[src/rtl/pll_reconfig_pkg.sv]
// Shared definitions for the PLL reconfiguration sequencer: register map,
// per-mode parameter table, FSM state type and the write-slot decode helpers.
package pll_reconfig_pkg;

    localparam logic [5:0] ADDR_MODE  = 6'd0;
    localparam logic [5:0] ADDR_START = 6'd2;
    localparam logic [5:0] ADDR_N     = 6'd3;
    localparam logic [5:0] ADDR_M     = 6'd4;
    localparam logic [5:0] ADDR_C     = 6'd5;
    localparam logic [5:0] ADDR_K     = 6'd7;
    localparam logic [5:0] ADDR_BW    = 6'd8;
    localparam logic [5:0] ADDR_CP    = 6'd9;

    typedef struct packed {
        logic [31:0] n;
        logic [31:0] m;
        logic [31:0] c0;
        logic [31:0] k;
        logic [31:0] bw;
        logic [31:0] cp;
    } pll_params_t;

    typedef enum logic [1:0] {
        IDLE,
        WRITE,
        SETTLE,
        DONE
    } state_t;

    localparam pll_params_t PLL_TABLE [8] = '{
        '{32'h0000_0101, 32'h0000_0214, 32'h0000_0302, 32'h0000_0000, 32'h0000_0006, 32'h0000_0002},
        '{32'h0000_0102, 32'h0000_0228, 32'h0000_0304, 32'h1999_999A, 32'h0000_0007, 32'h0000_0003},
        '{32'h0000_0103, 32'h0000_023C, 32'h0000_0306, 32'h3333_3333, 32'h0000_0008, 32'h0000_0004},
        '{32'h0000_0104, 32'h0000_0250, 32'h0000_0308, 32'h4CCC_CCCD, 32'h0000_0009, 32'h0000_0005},
        '{32'h0000_0105, 32'h0000_0264, 32'h0000_030A, 32'h6666_6666, 32'h0000_000A, 32'h0000_0006},
        '{32'h0000_0106, 32'h0000_0278, 32'h0000_030C, 32'h8000_0000, 32'h0000_000B, 32'h0000_0007},
        '{32'h0000_0107, 32'h0000_028C, 32'h0000_030E, 32'h9999_999A, 32'h0000_000C, 32'h0000_0008},
        '{32'h0000_0108, 32'h0000_02A0, 32'h0000_0310, 32'hB333_3333, 32'h0000_000D, 32'h0000_0009}
    };

    // Slots follow the fixed write order: MODE, N, M, C0, K, BW, CP, START.
    function automatic logic [5:0] slot_addr(input logic [2:0] slot);
        logic [5:0] a;
        case (slot)
            3'd0:    a = ADDR_MODE;
            3'd1:    a = ADDR_N;
            3'd2:    a = ADDR_M;
            3'd3:    a = ADDR_C;
            3'd4:    a = ADDR_K;
            3'd5:    a = ADDR_BW;
            3'd6:    a = ADDR_CP;
            default: a = ADDR_START;
        endcase
        return a;
    endfunction

    function automatic logic [31:0] slot_value(input pll_params_t p, input logic [2:0] slot);
        logic [31:0] v;
        case (slot)
            3'd1:    v = p.n;
            3'd2:    v = p.m;
            3'd3:    v = p.c0;
            3'd4:    v = p.k;
            3'd5:    v = p.bw;
            3'd6:    v = p.cp;
            default: v = 32'h0;
        endcase
        return v;
    endfunction

endpackage

[src/rtl/pll_reconfig_seq.sv]
// PLL reconfiguration sequencer: streams one parameter-table entry into the
// reconfig write FIFO, then waits out the settle time. PLL_RECONFIG_FRAC_EN adds the K write.
module pll_reconfig_seq
    import pll_reconfig_pkg::*;
#(
    parameter int NUM_MODES     = 4,
    parameter int SETTLE_CYCLES = 1024
) (
    input  logic        clk,
    input  logic        reset_n,
    input  logic        req,
    input  logic [2:0]  mode_sel,
    output logic        busy,
    output logic        done,
    output logic        err,
    output logic [5:0]  pll_addr,
    output logic [31:0] pll_value,
    output logic        pll_write,
    input  logic        pll_busy
);

`ifdef PLL_RECONFIG_FRAC_EN
    localparam logic [2:0] LAST_STEP = 3'd7;
`else
    localparam logic [2:0] LAST_STEP = 3'd6;
`endif
    localparam logic [15:0] SETTLE_LAST = 16'(SETTLE_CYCLES - 1);

    state_t      state_q, state_d;
    logic [2:0]  step_q, step_d;
    logic [15:0] settle_q, settle_d;
    logic [2:0]  mode_q, mode_d;
    logic        err_d;
    logic [2:0]  slot_d;

    always_ff @(posedge clk) begin
        if (!reset_n) begin
            state_q   <= IDLE;
            step_q    <= 3'd0;
            settle_q  <= 16'd0;
            mode_q    <= 3'd0;
            err       <= 1'b0;
            pll_addr  <= 6'd0;
            pll_value <= 32'd0;
        end else begin
            state_q  <= state_d;
            step_q   <= step_d;
            settle_q <= settle_d;
            mode_q   <= mode_d;
            err      <= err_d;
            if (state_d == WRITE) begin
                pll_addr  <= slot_addr(slot_d);
                pll_value <= slot_value(PLL_TABLE[mode_d], slot_d);
            end else begin
                pll_addr  <= 6'd0;
                pll_value <= 32'd0;
            end
        end
    end

    always_comb begin
        state_d  = state_q;
        step_d   = step_q;
        settle_d = settle_q;
        mode_d   = mode_q;
        err_d    = 1'b0;
        case (state_q)
            IDLE: begin
                if (req) begin
                    if (int'(mode_sel) < NUM_MODES) begin
                        mode_d  = mode_sel;
                        step_d  = 3'd0;
                        state_d = WRITE;
                    end else begin
                        err_d = 1'b1;
                    end
                end
            end
            WRITE: begin
                if (!pll_busy) begin
                    if (step_q == LAST_STEP) begin
                        settle_d = 16'd0;
                        state_d  = SETTLE;
                    end else begin
                        step_d = step_q + 3'd1;
                    end
                end
            end
            SETTLE: begin
                if (settle_q == SETTLE_LAST) begin
                    state_d = DONE;
                end else begin
                    settle_d = settle_q + 16'd1;
                end
            end
            default: state_d = IDLE;
        endcase
    end

    // Without the fractional option the K slot is stepped over entirely.
    always_comb begin
`ifdef PLL_RECONFIG_FRAC_EN
        slot_d = step_d;
`else
        slot_d = (step_d >= 3'd4) ? step_d + 3'd1 : step_d;
`endif
    end

    assign busy      = (state_q != IDLE);
    assign done      = (state_q == DONE);
    assign pll_write = reset_n && (state_q == WRITE) && !pll_busy;

endmodule

[config.mk]
export PLATFORM = sky130hd
export DESIGN_NAME = pll_reconfig_seq
export DESIGN_NICKNAME = d
export VERILOG_FILES = /design/src/rtl/pll_reconfig_pkg.sv /design/src/rtl/pll_reconfig_seq.sv
export SDC_FILE = /design/constraint.sdc
export NUM_CORES = 1
export LEC_CHECK = 0
export BUFFER_PORTS_ARGS = -buffer_cell sky130_fd_sc_hd__buf_2
export CAP_MARGIN = 25
export CORE_AREA = 3 3 67 81
export DETAILED_ROUTE_END_ITERATION = 7
export DIE_AREA = 0 0 70 84
export PLACE_DENSITY = 0.84
export SYNTH_ARGS = -nofsm -noshare
export SYNTH_HDL_FRONTEND = slang
export SYNTH_SLANG_ARGS = --single-unit
[constraint.sdc]
create_clock -name clk -period 7.44 [get_ports clk]
set_input_delay 1.116 -clock clk [delete_from_list [all_inputs] [get_ports clk]]
set_output_delay 1.116 -clock clk [all_outputs]
set_load 0.02 [all_outputs]
Word-level counts from Yosys, hierarchy flattened

Memories as Yosys holds them, arrays and structs flattened.
Cells that the tools add are included.

Add/subtract/negate cells: 3
$lt $le $gt $ge: 3
Equality and inequality tests: 15
Muxes and demuxes: 24
Bitwise gates (word level): 1
Reductions and logical operators: 10

Operators by type and width:

| operator                                              | count |
|---|---|
| 2-to-1 mux 192 bit                                    | 2 |
| case mux 32 bit (6 select lines)                      | 1 |
| 2-to-1 mux 16 bit                                     | 3 |
| case mux 16 bit (2 select lines)                      | 1 |
| case mux 4 bit (7 select lines)                       | 1 |
| 2-to-1 mux 3 bit                                      | 8 |
| adder 16 x 1 -> 16 bit, second input constant         | 1 |
| equality test 16 x 10 -> 1 bit, second input constant | 1 |
| equality test 3 bit, second input constant            | 4 |
| 2-to-1 mux 2 bit                                      | 5 |
| adder 3 x 1 -> 3 bit, second input constant           | 2 |
| equality test 3 x 2 -> 1 bit, second input constant   | 2 |
| inequality test 2 bit, second input constant          | 3 |
| case mux 2 bit (3 select lines)                       | 1 |
| case mux 3 bit (2 select lines)                       | 1 |
| equality test 2 x 1 -> 1 bit, second input constant   | 2 |
| equality test 2 bit, second input constant            | 2 |
| >= comparator 4 bit, second input constant            | 1 |
| inverter 3 -> 4 bit                                   | 1 |
| AND reduction 4 bit                                   | 1 |
| nonzero test 2 bit                                    | 2 |
| equality test 3 x 1 -> 1 bit, second input constant   | 1 |
| >= comparator 3 bit, second input constant            | 1 |
| zero test 3 bit                                       | 1 |
| 7 further kinds                                       | 8 |

Register bits after elaboration: 63
Memory bits (read-only): 1,536
Bits of input ports: 7
Output and inout port bits: 42
Logic and storage cells: 64
Memories: 1

Memory list:

| name            | words | bits a word | rd ports | clocked after memory_dff | wr ports | line                   | text |
|---|---|---|---|---|---|---|---|
| (no name shown) | 8     | 192         | 1        | 0                        | 0        | pll_reconfig_seq.sv:53 | `pll_value <= slot_value(PLL_TABLE[mode_d], slot_d);` |

Logic depth before layout (Yosys ltp)

Gate-level depths: netlist of the first run.

Depth after elaboration: 9
Mapped depth: 15
Mapped depth without buffers: 15

Least setup slack after synthesis of the first run

Ideal clock, no wire load.

Kind: input to register
Start: input mode_sel[2]
End: register pll_value[2]
Library setup time: 0.127 ns
Data arrival time: 3.475 ns
Data required time: 7.313 ns
Path slack: 3.838 ns
Stages on the path: 9
Path buffers: 0
Cells stage by stage: nor4b_2 -> mux2i_1 -> inv_1 -> ha_1 -> a21boi_0 -> a21o_1 -> o311ai_0 -> o311a_1 -> nor3_1

Word-level cells in the longest chain between the ends: 9
Elaborated cells on any way between the ends: 26
Those cells by class: add/sub: 1; order compare: 2; eq/ne: 7; mux: 13; bitwise: 1; reduce/logical: 1; memory: 1

Ends and longest elaborated chain:

| what                                                  | line                   | text |
|---|---|---|
| start: declaration                                    | pll_reconfig_seq.sv:12 | `input logic [2:0] mode_sel,` |
| < comparator 3 bit                                    | pll_reconfig_seq.sv:70 | `if (int'(mode_sel) < NUM_MODES) begin` |
| 2-to-1 mux 3 bit                                      | pll_reconfig_seq.sv:70 |  |
| 2-to-1 mux 3 bit                                      | pll_reconfig_seq.sv:69 | `if (req) begin` |
| 2-to-1 mux 3 bit                                      | pll_reconfig_seq.sv:67 | `case (state_q)` |
| via mode_d[1]                                         | pll_reconfig_seq.sv:32 | `logic [2:0] mode_q, mode_d;` |
| inverter 3 -> 4 bit (not written as such)             | pll_reconfig_seq.sv:53 |  |
| memory read (8 x 192 bit)                             | -                      |  |
| 2-to-1 mux 192 bit (not written as such) (2 in a row) | pll_reconfig_seq.sv:53 |  |
| case mux 32 bit (6 select lines)                      | pll_reconfig_pkg.sv:59 | `case (slot)` |
| end signal: assignment                                | pll_reconfig_seq.sv:53 |  |
| end: declaration                                      | pll_reconfig_seq.sv:17 | `output logic [31:0] pll_value,` |

The timed path passes the listed nets, and every way through them passes these cells. The select of a mux whose other input is x is not followed.
A chain may end at the register's enable or synchronous reset.

Worst setup path in the final report of the first run

Same ends and word-level chain as after synthesis.

==> impl_metrics.env, run 1 <==
export IMPL_coreArea_mm2=0.00466
export IMPL_cap_violations=0
export IMPL_portBuffers=46
export IMPL_clk_pin_slew_ns=0.09
export IMPL_path_buf_inv=2
export IMPL_cts_resized=0
export IMPL_fin_worst_skew_ns=0.0139
export IMPL_viasPerCell=5.65
export IMPL_gp_congestion=0.947
export IMPL_arrival_ns=4.11
export IMPL_cts_buffers=5
export IMPL_synthDistinctLibCells=58
export IMPL_ioPinCount=49
export IMPL_htree_levels=2
export IMPL_clockRootBuffer="clkbuf_8"
export IMPL_max_stage_delay_ns=0.83
export IMPL_synth_seq_cells=44
export IMPL_yosysWarnings=0
export IMPL_muxShareOfSynthArea=0.0195
export IMPL_first_global_vias=1991
export IMPL_endpoint_kind="flop"
export IMPL_num_rows=27
export IMPL_total_leakage_power_nw=1.17
export IMPL_die_h_um=84
export IMPL_synth_top_cell_area_share=0.343
export IMPL_grt_remaining_overflow=0
export IMPL_dpl_hpwl_um=3780
export IMPL_yosys_top_cells_area="dfxtp_1, ha_1, buf_4"
export IMPL_syn_area_mm2=0.00257
export IMPL_synth_compound_area_frac=0.166
export IMPL_synth_top_area_cell="dfxtp_1"
export IMPL_syn_to_final_growth_pct=7.55
export IMPL_layout_drive_gt1_share=0.197
export IMPL_netlist_instances=305
export IMPL_drtIter0Drc=112
export IMPL_grt_first_pass_wirelength_um=8850
export IMPL_ant_nets=0
export IMPL_outcome="finished, final reports clean"
export IMPL_yosysSeqAreaShare=0.343
export IMPL_yosys_cell_count_top_type="dfxtp_1"
export IMPL_worstHoldPathType="reg -> reg"
export IMPL_synthFlopType="dfxtp_1"
export IMPL_min_period_ns=3.92
export IMPL_yosys_area_share_simple=0.237
export IMPL_start_util=0.551
export IMPL_place_ws_ns=3.25
export IMPL_cp_cell_sequence="buf_2 -> nor4b_2 -> mux2i_1 -> inv_1 -> ha_1 -> a21boi_0 -> a21o_1 -> o311ai_0 -> o311a_1 -> nor3_1"
export IMPL_tns_ns=0
export IMPL_cts_max_path_buffers=2
export IMPL_cts_hold_fix_buffers=0
export IMPL_fin_crit_sh=0.527
export IMPL_power_density_mw_per_mm2=175
export IMPL_n_antenna_cell=0
export IMPL_required_ns=7.63
export IMPL_die_area_mm2=0.00588
export IMPL_startpoint_type="primary input"
export IMPL_final_nets=346
export IMPL_peakVddDrop_mv=0.0800
export IMPL_drtPass1Iterations=4
export IMPL_grt_max_degree=22
export IMPL_clkSinkCount=44
export IMPL_yosys_area_share_adder=0.0731
export IMPL_synth_xor_area_share=0.0511
export IMPL_critical_path_class="in -> reg"
export IMPL_clock_latency_ns=0.29
export IMPL_cpMaxStageDelayCell="mux2i_1"
export IMPL_cp_top_family="compound AO/OA/AOI/OAI gates"
export IMPL_setup_viol=0
export IMPL_setup_slack_ns=3.52
export IMPL_rsz0062_at_grt="false"
export IMPL_dr_total_vias=2165
export IMPL_ys_async_sr_fraction=0
export IMPL_grt_usage=0.179
export IMPL_critical_path_max_fanout=11
export IMPL_max_slew_margin=0.384
export IMPL_wire_per_inst_um=13.6
export IMPL_fp_dieW_um=70
export IMPL_hold_viol=0
export IMPL_synth_top_family_by_area="simple AND/OR/NAND/NOR gates"
export IMPL_synth_edf_count=0
export IMPL_worst_pin_slew_ns=0.898
export IMPL_fmax_mhz=255
export IMPL_route_detailed_drc=0
export IMPL_synthTopCellsByCount="dfxtp_1, nor2_1, nand2_1, buf_4, a21oi_1"
export IMPL_cts_tree="done"
export IMPL_routed_wl_um=5210
export IMPL_antenna_found_initial=0
export IMPL_cts_setup_buffers=0
export IMPL_syn_avg_cell_area_um2=8.42
export IMPL_final_max_slew_violation_count=0
==> layout by cell type, fill, tap and decap left out, types with 5 or more instances in the layout <==
cell type,instances
a211oi_1,6
a21oi_1,18
and2_1,9
buf_2,46
clkbuf_8,6
dfxtp_1,44
ha_1,15
inv_1,11
mux2i_1,5
nand2_1,21
nand3_1,14
nand4_1,5
nor2_1,28
nor3_1,5
o211ai_1,6
o21ai_0,9
xnor2_1,12
==> power by group <==
part           switching, W  internal (W)
Sequential       0.00000193      0.000238
Combinational     0.0000335     0.0000179
Clock             0.0000822      0.000110
==> cell type report <==
class	count	area (µm²)
Timing Repair Buffer	46	230
Tap cell	58	72.6
Clock inverter	2	38.8
Fill cell	433	1900
Inverter	12	45.0
Clock buffer	6	82.6
Multi-Input combinational cell	215	1410
Sequential cell	44	881
==> kinds of logic (layout without fill, tap and decap cells) <==
kind of cell / after synthesis / count (layout)
other: 1 / 2
flip-flops: 44 / 44
buffers and inverters: 47 / 66
AO/OA/AOI/OAI: 64 / 64
XOR/XNOR: 15 / 15
multiplexers: 5 / 5
AND/OR/NAND/NOR: 114 / 114
adder cells (fa/ha/maj): 15 / 15
==> worst reg2reg max path, cell delays in order, from the launching register on <==
cell	delay (ns)
dfxtp_1	0.41
nor4b_2	0.59
mux2i_1	0.83
inv_1	0.24
ha_1	0.29
a21boi_0	0.15
a21o_1	0.23
o311ai_0	0.30
o311a_1	0.22
nor3_1	0.04
==> per-stage QoR <==
| step | total power, W | cells | util | hold slack (ns) | cell area [µm²] |
|---|---|---|---|---|---|
| 2_1_floorplan | 0.000286 | 306 | - | 0.467 | 2570 |
| 3_3_place_gp | 0.000295 | 375 | 0.567 | 0.477 | 2640 |
| 3_5_place_dp | 0.000296 | 375 | 0.567 | 0.492 | 2640 |
| 4_1_cts | 0.000487 | 383 | 0.593 | 0.504 | 2760 |
| 5_1_grt | 0.000504 | 383 | 0.593 | 0.531 | 2760 |
| 6_report | 0.000483 | 383 | 0.593 | 0.501 | 2760 |
==> routing by layer <==
metal | vias up | track usage | wire, µm
li1 | 1076 | - | -
met1 | 1009 | 0.220 | 2370
met2 | 69 | 0.298 | 2460
met3 | 11 | 0.0446 | 281
met4 | 0 | 0.0714 | 102
met5 | - | 0 | 0
==> path summary, 6_finish.rpt <==
check	from	end	slack [ns]	depth (start not counted)
min reg2reg	settle_q[1]$_SDFFE_PN0P_	settle_q[1]$_SDFFE_PN0P_	0.50	2
max reg2reg	state_q[0]$_SDFF_PN0_	pll_value[2]$_SDFF_PN0_	4.04	9
min	settle_q[1]$_SDFFE_PN0P_	settle_q[1]$_SDFFE_PN0P_	0.50	2
max	mode_sel[2]	pll_value[2]$_SDFF_PN0_	3.52	10
==> state kept, by name (all words and copies together) (netlist names) <==
name	flops
step_q	3
pll_value	15
pll_addr	4
state_q	2
settle_q	16
err	1
mode_q	3
Note: power is estimated with default switching activity, not from simulation.
==> inputs of run 2 (changes only) <==
clock period = 3.65 ns   (was 7.44 ns; I/O delays follow)
==> run 2 against run 1 <==
  * Sequential power rose by 100%
  * Sequential share of layout area down 0.51 points
  * Routed wire length rose by 4.5%
  * Critical endpoint is now pll_value[1]$_SDFF_PN0_
  * Sequential cell count stayed put
  * Global-route usage increased by 0.83 points
==> impl_metrics.env, run 2 (same netlist as run 1, synthesis figures left out) <==
export IMPL_p_clk_frac=0.400
export IMPL_viasPerCell=5.60
export IMPL_start_util=0.551
export IMPL_reg2reg_slack_ns=0.73
export IMPL_num_rows=27
export IMPL_grt_remaining_overflow=0
export IMPL_antenna_found_initial=0
export IMPL_setup_viol=0
export IMPL_peakVddDrop_mv=0.191
export IMPL_portBuffers=46
export IMPL_die_area_mm2=0.00588
export IMPL_sw_frac_of_total=0.248
export IMPL_dr_total_vias=2179
export IMPL_cts_hold_fix_buffers=0
export IMPL_gp_congestion=0.908
export IMPL_hold_viol=0
export IMPL_fp_dieW_um=70
export IMPL_die_h_um=84
export IMPL_intPower_w=0.000749
export IMPL_drtPass1Iterations=5
export IMPL_critical_path_class="reg -> reg"
export IMPL_final_nets=352
export IMPL_coreArea_mm2=0.00466
export IMPL_startpoint_type="flop"
export IMPL_rsz0062_at_grt="false"
export IMPL_largest_registers="settle_q: 16 flops, pll_value: 15 flops, pll_addr: 4 flops"
export IMPL_clk_pin_slew_ns=0.08
export IMPL_grt_first_pass_wirelength_um=9170
export IMPL_grt_usage=0.187
export IMPL_layout_drive_gt1_share=0.211
export IMPL_clockRootBuffer="clkbuf_8"
export IMPL_cts_buffers=5
export IMPL_syn_to_final_growth_pct=9.30
export IMPL_layout_commonest_cell="buf_2"
export IMPL_arrival_ns=3.09
export IMPL_cts_max_path_buffers=2
export IMPL_cts_tree="done"
export IMPL_place_ws_ns=0.555
export IMPL_min_period_ns=2.92
export IMPL_layout_common_cells="buf_2, dfxtp_1, nor2_1, nand2_1, a21oi_1"
export IMPL_whs_ns=0.493
export IMPL_required_ns=3.83
export IMPL_regMostFlops="settle_q"
export IMPL_route_detailed_drc=0
export IMPL_cts_setup_buffers=0
export IMPL_drtIter0Drc=75
export IMPL_fin_worst_skew_ns=0.0127
export IMPL_largest_reg_flops=16
export IMPL_fin_crit_sh=0.799
export IMPL_outcome="finished, final reports clean"
export IMPL_stdcell_count=389
export IMPL_max_slew_margin=0.608
export IMPL_first_global_vias=1967
export IMPL_cts_resized=0
export IMPL_worst_pin_slew_ns=0.587
export IMPL_total_leakage_power_nw=1.20
export IMPL_seq_power_share=0.490
export IMPL_final_max_slew_violation_count=0
export IMPL_htree_levels=2
export IMPL_cap_violations=0
export IMPL_pwr_share_comb=0.109
export IMPL_ant_nets=0
export IMPL_power_density_mw_per_mm2=355
export IMPL_dp_cells=381
export IMPL_tns_ns=0
export IMPL_ioPinCount=49
export IMPL_clock_latency_ns=0.30
export IMPL_dpl_hpwl_um=4020
export IMPL_setup_slack_ns=0.734
export IMPL_p_switching_w=0.000248
export IMPL_critical_path_max_fanout=10
export IMPL_fmax_mhz=343
export IMPL_clkSinkCount=44
export IMPL_n_antenna_cell=0
export IMPL_wire_per_inst_um=14.0
export IMPL_endpoint_kind="flop"
export IMPL_routed_wl_um=5440
export IMPL_worstHoldPathType="in -> reg"
export IMPL_grt_max_degree=20
==> run 2: cell types whose count changed in the layout (fill, tap and decap cells not counted) <==
cell,change
buf_4,+6
==> run 2: area by class of cell <==
| type | instances | area, µm² |
|---|---|---|
| Clock inverter | 2 | 38.8 |
| Sequential cell | 44 | 881 |
| Timing Repair Buffer | 52 | 275 |
| Multi-Input combinational cell | 215 | 1410 |
| Tap cell | 58 | 72.6 |
| Clock buffer | 6 | 82.6 |
| Inverter | 12 | 45.0 |
| Fill cell | 419 | 1850 |
==> run 2: final timing paths <==
| kind | from | end | depth (start not counted) |
|---|---|---|---|
| worst max register to register | step_q[0]$_SDFF_PN0_ | pll_value[1]$_SDFF_PN0_ | 11 |
| worst min-delay path | req | err$_SDFF_PN0_ | 3 |
| worst min register to register | settle_q[1]$_SDFFE_PN0P_ | settle_q[1]$_SDFFE_PN0P_ | 2 |
| worst max-delay path | step_q[0]$_SDFF_PN0_ | pll_value[1]$_SDFF_PN0_ | 11 |
==> run 2: through the flow <==
step                      area [µm²]  total power, W   util
after floorplan                 2570        0.000583      -
after global placement          2690        0.000606  0.576
after detailed placement        2690        0.000607  0.576
after CTS                       2810         0.00100  0.602
after global routing            2810         0.00103  0.602
final                           2810        0.000997  0.602
==> run 2: critical path: stages, from the launching register on <==
cell and delay [ns]:
dfxtp_1 0.39, inv_1 0.06, ha_1 0.27, or4bb_1 0.47
o211a_1 0.18, ha_1 0.28, a21boi_1 0.12, buf_4 0.17
nor2_2 0.32, buf_4 0.23, mux2i_1 0.20, a21oi_1 0.09
==> run 2: power groups by stage <==
stage	combinational, W	clock, W	sequential, W
floorplan	0.0000819	0	0.000501
global placement	0.000106	0	0.000500
detailed placement	0.000107	0	0.000500
CTS	0.000107	0.000404	0.000489
global route	0.000121	0.000421	0.000489
finish	0.000109	0.000399	0.000489
==> run 2: metal layers <==
layer	routed length (µm)	part of all wire	vias up	track usage
met5	0	0	-	0
met4	49	0.0090	0	0.0749
met3	302	0.056	6	0.0410
met2	2610	0.48	80	0.316
met1	2470	0.45	1003	0.229
li1	-	-	1090	-
==> inputs of run 3 (changes only) <==
clock period = 2.8 ns   (was 3.65 ns; I/O delays follow)
==> run 3 against run 2 <==
  * Cell count up 4.9%
  * Sequential power up 30%
  * Combinational power up 54%
  * Largest power group unchanged
  * Non-clock buffer count is 19 higher
  * Die area unchanged
==> impl_metrics.env, run 3 (same netlist as run 1, synthesis figures left out) <==
export IMPL_startpoint_type="flop"
export IMPL_total_leakage_power_nw=1.29
export IMPL_routed_wl_um=5660
export IMPL_final_max_slew_violation_count=0
export IMPL_min_period_ns=2.63
export IMPL_cts_buffers=5
export IMPL_dr_total_vias=2232
export IMPL_portBuffers=46
export IMPL_clk_pin_slew_ns=0.10
export IMPL_num_rows=27
export IMPL_setup_viol=0
export IMPL_antenna_found_initial=0
export IMPL_htree_levels=2
export IMPL_required_ns=3.05
export IMPL_grt_usage=0.195
export IMPL_fin_worst_skew_ns=0.0125
export IMPL_utilization=0.635
export IMPL_critical_path_class="reg -> reg"
export IMPL_max_slew_margin=0.606
export IMPL_cap_violations=0
export IMPL_start_util=0.551
export IMPL_coreArea_mm2=0.00466
export IMPL_layout_common_cells="buf_2, dfxtp_1, nor2_1, buf_4, nand2_1"
export IMPL_first_global_vias=2095
export IMPL_stdcell_count=408
export IMPL_outcome="finished, final reports clean"
export IMPL_cts_max_path_buffers=2
export IMPL_grt_remaining_overflow=0
export IMPL_clockRootBuffer="clkbuf_8"
export IMPL_largest_registers="settle_q: 16 flops, pll_value: 15 flops, pll_addr: 4 flops"
export IMPL_route_detailed_drc=0
export IMPL_hold_viol=0
export IMPL_drtIter0Drc=101
export IMPL_fmax_mhz=380
export IMPL_grt_first_pass_wirelength_um=9420
export IMPL_rsz0062_at_grt="false"
export IMPL_gp_congestion=0.947
export IMPL_wire_per_inst_um=13.9
export IMPL_tns_ns=0
export IMPL_worst_pin_slew_ns=0.587
export IMPL_largest_reg_flops=16
export IMPL_clkSinkCount=44
export IMPL_grt_max_degree=20
export IMPL_n_antenna_cell=0
export IMPL_die_h_um=84
export IMPL_ant_nets=0
export IMPL_final_nets=371
export IMPL_viasPerCell=5.47
export IMPL_layout_commonest_cell="buf_2"
export IMPL_ioPinCount=49
export IMPL_arrival_ns=2.88
export IMPL_critical_path_max_fanout=6
export IMPL_layout_drive_gt1_share=0.263
export IMPL_worstHoldPathType="in -> reg"
export IMPL_peakVddDrop_mv=0.225
export IMPL_fin_crit_sh=0.939
export IMPL_regMostFlops="settle_q"
export IMPL_cts_tree="done"
export IMPL_power_density_mw_per_mm2=443
export IMPL_die_area_mm2=0.00588
export IMPL_clock_latency_ns=0.30
export IMPL_fp_dieW_um=70
export IMPL_dp_cells=399
export IMPL_drtPass1Iterations=4
export IMPL_dpl_hpwl_um=4190
export IMPL_endpoint_kind="flop"
export IMPL_syn_to_final_growth_pct=15.2
## run 3: final cells by class
| type | count | area, µm² |
|---|---|---|
| clock buffer | 5 | 68.8 |
| clock inverter | 3 | 46.3 |
| sequential | 44 | 882 |
| timing repair buffer | 71 | 422 |
| fill | 395 | 1700 |
| tap | 58 | 72.6 |
| multi-input combinational | 215 | 1420 |
| inverter | 12 | 45.0 |
## run 3: worst max-delay path, cell delays in order, from the launching register on
cell	delay [ns]
dfxtp_1	0.37
or4b_4	0.56
nand3_1	0.10
o21ai_0	0.13
ha_1	0.31
a21boi_1	0.15
buf_4	0.17
or2_4	0.25
or4_1	0.46
o21ai_1	0.08
## run 3: path summary, 6_finish.rpt
kind | cells past startpoint | endpoint | slack, ns | start
hold / removal | 3 | err$_SDFF_PN0_ | 0.37 | req
setup reg to reg | 9 | pll_addr[1]$_SDFF_PN0_ | 0.17 | state_q[0]$_SDFF_PN0_
hold reg to reg | 2 | settle_q[1]$_SDFFE_PN0P_ | 0.50 | settle_q[1]$_SDFFE_PN0P_
setup / recovery | 9 | pll_addr[1]$_SDFF_PN0_ | 0.17 | state_q[0]$_SDFF_PN0_
## run 3: power by group
group	internal, W	switching [W]
Clock	0.000269	0.000238
Sequential	0.000632	0.00000394
Combinational	0.0000712	0.0000965
## run 3: per-stage QoR
stage	total power, W	hold WS [ns]	instance area, µm²	setup slack, ns
2_1_floorplan	0.000761	0.467	2580	0.00305
3_3_place_gp	0.000812	0.479	2830	0.0726
3_5_place_dp	0.000814	0.491	2830	0.00531
4_1_cts	0.00132	0.361	2940	0.0198
5_1_grt	0.00136	0.400	2960	0.0437
6_report	0.00131	0.370	2960	0.171
## run 3: repair_timing
action | CTS | global route
buffers inserted | 0 | 0
resized for setup | 0 | 3
endpoints found under the setup margin | 0 | 12
hold buffers | 0 | 0
## run 3: routing by layer
| metal | global-route usage | share of wire |
|---|---|---|
| met5 | 0 | 0 |
| met4 | 0.0714 | 0.019 |
| met3 | 0.0398 | 0.057 |
| met2 | 0.335 | 0.48 |
| met1 | 0.237 | 0.44 |
